$ cat config.mk
export PLATFORM = sky130hd
export DESIGN_NAME = rom_arbiter
export DESIGN_NICKNAME = d
export VERILOG_FILES = /design/src/rtl/rom_arbiter.sv
export SDC_FILE = /design/constraint.sdc
export NUM_CORES = 1
export LEC_CHECK = 0
export ABC_AREA = 1
export CORE_AREA = 5 5 66 68
export CTS_CLUSTER_SIZE = 24
export DETAILED_ROUTE_END_ITERATION = 10
export DIE_AREA = 0 0 71 73
export GPL_TIMING_DRIVEN = 0
export HOLD_SLACK_MARGIN = 0.05
export PLACE_DENSITY = 0.74
export SYNTH_ARGS = -nofsm -noshare
export SYNTH_HDL_FRONTEND = slang
export SYNTH_SLANG_ARGS = --single-unit
$ cat constraint.sdc
create_clock -name clk -period 1.21 [get_ports clk]
set_input_delay 0.1815 -clock clk [delete_from_list [all_inputs] [get_ports clk]]
set_output_delay 0.1815 -clock clk [all_outputs]
set_load 0.05 [all_outputs]
$ cat src/rtl/rom_arbiter.sv
// Two-requester arbiter in front of a 1-cycle registered-read ROM (IDLE/READ/WAIT).
// Define ROM_ARB_FIXED_PRIO_EN for fixed priority (requester 0 wins ties); default is round-robin.
module rom_arbiter #(
  parameter int ADDR_W = 8,
  parameter int DATA_W = 8
) (
  input  logic              clk,
  input  logic              reset_n,
  input  logic              req0,
  input  logic [ADDR_W-1:0] addr0,
  output logic              gnt0,
  output logic [DATA_W-1:0] rdata0,
  output logic              rvalid0,
  input  logic              req1,
  input  logic [ADDR_W-1:0] addr1,
  output logic              gnt1,
  output logic [DATA_W-1:0] rdata1,
  output logic              rvalid1,
  output logic [ADDR_W-1:0] rom_addr,
  input  logic [DATA_W-1:0] rom_data,
  output logic              busy
);

  typedef enum logic [1:0] {IDLE, READ, WAIT} state_t;

  state_t state, state_nxt;
  logic   owner;
  logic   win;
  logic   take;

  assign take = (state == IDLE) && (req0 || req1);

`ifdef ROM_ARB_FIXED_PRIO_EN
  assign win = !req0;
`else
  logic last;
  // On a tie, favour whoever was not granted last.
  assign win = (req0 && req1) ? !last : req1;

  always_ff @(posedge clk or negedge reset_n) begin
    if (!reset_n) last <= 1'b1;
    else if (take) last <= win;
  end
`endif

  always_ff @(posedge clk or negedge reset_n) begin
    if (!reset_n) state <= IDLE;
    else          state <= state_nxt;
  end

  always_comb begin
    state_nxt = state;
    case (state)
      IDLE:    if (req0 || req1) state_nxt = READ;
      READ:    state_nxt = WAIT;
      WAIT:    state_nxt = IDLE;
      default: state_nxt = IDLE;
    endcase
  end

  always_comb begin
    gnt0 = 1'b0;
    gnt1 = 1'b0;
    busy = (state != IDLE);
    if (state == READ) begin
      gnt0 = !owner;
      gnt1 = owner;
    end
  end

  // Address and owner are latched at grant so later bus changes cannot disturb the read.
  always_ff @(posedge clk or negedge reset_n) begin
    if (!reset_n) begin
      rom_addr <= '0;
      owner    <= 1'b0;
      rdata0   <= '0;
      rdata1   <= '0;
      rvalid0  <= 1'b0;
      rvalid1  <= 1'b0;
    end else begin
      if (take) begin
        rom_addr <= win ? addr1 : addr0;
        owner    <= win;
      end
      rvalid0 <= (state == WAIT) && !owner;
      rvalid1 <= (state == WAIT) &&  owner;
      if (state == WAIT && !owner) rdata0 <= rom_data;
      if (state == WAIT &&  owner) rdata1 <= rom_data;
    end
  end

endmodule

======== Word level (Yosys, flattened, before mapping) ========
Index checks and enable logic that the tools add are counted.
W data, S select, Z words.
storage, ports and cells
  bits in registers ....................... 30
  input port bits ......................... 28
  word-level logic and storage cells ...... 26
cells by class
  eq/ne operators ......................... 3
  reduce and logical (&&, ||, !) cells .... 9
  multiplexer cells ....................... 6
operator list
  cell                  count
  $mux W8               1
  $logic_and A1 B1 Y1   4
  $pmux W2 S2           1
  $mux W1               3
  $eq A2 B1 Y1 const B  1
  $eq A2 B2 Y1 const B  1
  $logic_not A1 Y1      2
  $logic_not A2 Y1      1
  $mux W2               1
  $ne A2 B1 Y1 const B  1
  $reduce_bool A2 Y1    1
  $logic_or A1 B1 Y1    1

======== Longest topological paths before layout ========
  depth in word-level cells ............... 3
  depth in mapped cells ................... 6
  gate-level depth less buffers ........... 6

======== Worst setup path before layout ========
OpenSTA, ideal clock, no wires.
  kind .................................... register to output
  start ................................... reg state[1]
  end ..................................... out gnt0
  path buffers ............................ 0
  stages on the path, launching flop included .. 2
  data required time ...................... 1.028 ns
  slack ................................... -0.560 ns
  arrival ................................. 1.588 ns
  cells stage by stage .................... dfrtp_1 > nor3_1
on the way
  word-level cells in the longest chain between the ends .. 2
RTL lines
  element                 RTL line  text
  start, declared         26        state_t state, state_nxt;
  start signal, assigned  48        else state <= state_nxt;
  $eq A2 B1 Y1            65        if (state == READ) begin
  $mux W1                 65
  end, declared           11        output logic gnt0,
Every way passes these cells.

======== Worst setup path after layout ========
  start ................................... reg owner
  end ..................................... out gnt1
on the way
  word-level cells in the longest chain between the ends .. 1
RTL lines
  element                 RTL line  text
  start, declared         27        logic owner;
  start signal, assigned  83        owner <= win;
  $mux W1                 65
  end, declared           16        output logic gnt1,
Every way passes these cells.

==> metrics.cfg <==
[sta]
rsz0062_at_grt=true
fin_hold_ws_ns=0.456
timing.fmax_mhz=779
finClkSkew_ns=0.00842
period_share_pct=106
fin_crit_ns=1.28
setup_ws_ns=-0.0734
setup_viol=3
slew_headroom_pct=57.0
tightest_slew_ns=0.645
drv_slew=0
hold_violations=0

[clocking]
numClockSinks=30
clk_pin_slew_worst_paths_ns=0.07
cts_tree=built
insertion_delay_ns=0.28
cts_root_buf=clkbuf_8
cts.path.max_buffers=2
cts_buffers=5
htreeDepth=2

[synthesis]
ys_ff_latch=30
yosysSeqAreaShare_pct=55.1
syn-num-nets=178
synth_warnings=0
synthCells=150
synth_cell_type_count=17
avgSynthCellArea_um2=9.09
syn_area_mm2=0.00136

[worst_setup_path]
arrival_ns=1.10
r2r_start=state[1]$_DFFE_PN0P_
path_buf_inv=2
crit_required_ns=1.03
cp_top_family=flip-flops
path_depth=3
ff2ff_path_depth=6
cp_slowest_cell=dfrtp_1
reg2reg_to=rdata1[6]$_DFFE_PN0P_
crit_end=gnt1
r2r_slack_ns=0.01
start_kind=register
path_class=register to output port
cp_cell_sequence=inv_2, nor3_2, buf_6
startpoint=owner$_DFFE_PN0P_
cpPeakStageDelay_ns=0.40
path_max_fanout=3
critPathCaptureType=output port

[routing]
wl_per_cell_um=12.0
drt-total-wl_um=3250
drc_errors=0
vias=1165
firstDrtPassIters=4
final_antenna_net_count=0
viasPerCell=4.28
dr.first_iter.drc_count=58

[placed_design]
dpl_cell_area_mm2=0.00200
io_buffers=56
post-place-ws_ns=-0.544
gp_congestion=0.698
hpwlAfterDp_um=2340

[outcome]
status=complete, but fails checks
violations=negative setup slack

[die]
core_area_mm2=0.00380
die_w_um=71
start_util_pct=35.9
rows=23
pin_count=57
die_area_mm2=0.00518
die_h_um=73

[power]
ir_drop_uv=1160
p_leak_uw=0.00112
powerDensity_mw_per_mm2=3050

[grt]
grt_pass1_vias=1151
top_usage_layer=met2
grt_max_degree=31
use_met3_pct=2.75
grt.total_usage_pct=13.7
antenna_found_initial=0
use_met1_pct=16.9
grt_pass1_wl_um=5410
grt_overflow=0
use_met2_pct=22.7

[finish]
stdcell_area_mm2=0.00211
antenna_cells=0
drive_gt1_share_pct=35.6
area_growth_pct=55.0
nets=249

[worst_hold_path]
hp-class=input port to asynchronous set/reset pin

[run]
cap_violations=0

[routing by layer]
layer,part of all wire (%),wire length [um]
met5,0,0
met1,42,1380
met4,2.4,78
met3,4.0,131
met2,51,1660
[area by class of cell]
type / instances / area, um^2
Buffer: 4 / 51.3
Tap cell: 50 / 62.6
Inverter: 30 / 115
Timing Repair Buffer: 64 / 546
Clock inverter: 2 / 12.5
Fill cell: 354 / 1690
Sequential cell: 30 / 753
Multi-Input combinational cell: 86 / 490
Clock buffer: 6 / 82.6
[kinds of logic (layout without fill, tap and decap cells)]
group           Yosys count  after routing  share of synthesized area [%]
simple gates             69             69                           23.2
buf+inv                  34            106                           11.3
flops                    30             30                           55.1
compound gates           17             17                           10.4
[Yosys cell counts (all sizes together)]
master	instances	area, um^2
inv	30	115
o21ai	17	141
buf	4	38.8
nor3	2	10.0
nand3	18	115
nand4	1	6.26
nor2	3	13.8
dfrtp	29	726
nand2	45	171
dfstp	1	26.3
[worst register-to-register path: cells and delay by family (launching register included)]
family          cells  cell delay (ns)
compound gates      1             0.04
buf+inv             3             0.40
flops               1             0.44
simple gates        2             0.19
[worst min-delay path by stage]
stage,endpoint,start,cells past startpoint
final,rdata0[7]$_DFFE_PN0P_,reset_n,2
after global routing,rdata1[1]$_DFFE_PN0P_,rom_data[1],3
after CTS,rdata0[7]$_DFFE_PN0P_,reset_n,1
after detailed placement,last$_DFFE_PN1P_,last$_DFFE_PN1P_,2
after global placement,last$_DFFE_PN1P_,last$_DFFE_PN1P_,2
after floorplan,owner$_DFFE_PN0P_,reset_n,0
[flip-flops by register name (all words and copies together), names as in the netlist]
register  count
last          1
owner         1
rdata0        8
rdata1        8
rom_addr      8
rvalid0       1
rvalid1       1
state         2
[per-stage QoR]
step | TNS, ns | total power [uW] | std cells | utilization [%]
finish | -0.156 | 6440 | 272 | 55.6
global route | -0.354 | 6860 | 272 | 55.6
CTS | -0.209 | 6560 | 267 | 56.9
detailed placement | -22.63 | 5730 | 256 | 52.7
global placement | -22.08 | 5690 | 256 | 52.7
floorplan | -0.310 | 4440 | 150 | -
[layout by cell type, fill, tap and decap left out, types with 2 or more instances in the layout]
cell             netlist  layout
buf_12                 0       2
buf_2                  1      22
buf_4                  0       5
buf_6                  3       5
clkbuf_8               0       6
clkdlybuf4s15_2        0       6
clkdlybuf4s50_1        0      26
dfrtp_1               29      28
inv_1                 27      26
inv_2                  2       3
nand2_1               44      41
nand2_4                0       3
nand3_1               16      16
nand3_4                2       2
nor2_1                 2       2
nor3_2                 0       2
o21ai_1                2       2
o21ai_2               15      15
[power by group]
part	total, uW	internal [uW]	switching [uW]	leakage, uW
combinational	3830	1160	2680	0.000703
sequential	1780	1500	275	0.000368
clock	825	456	369	0.0000472
[what timing repair did]
item / CTS / global route
setup endpoints to repair: 66 / 25
endpoints found under the hold margin: 0 / 29
hold buffers: 0 / 1
gates resized for setup: 108 / 44
pin swaps: 1 / 1
buffers inserted: 3 / 4
gates cloned: 0 / 0
No activity file was read; power rests on OpenSTA's default activity.
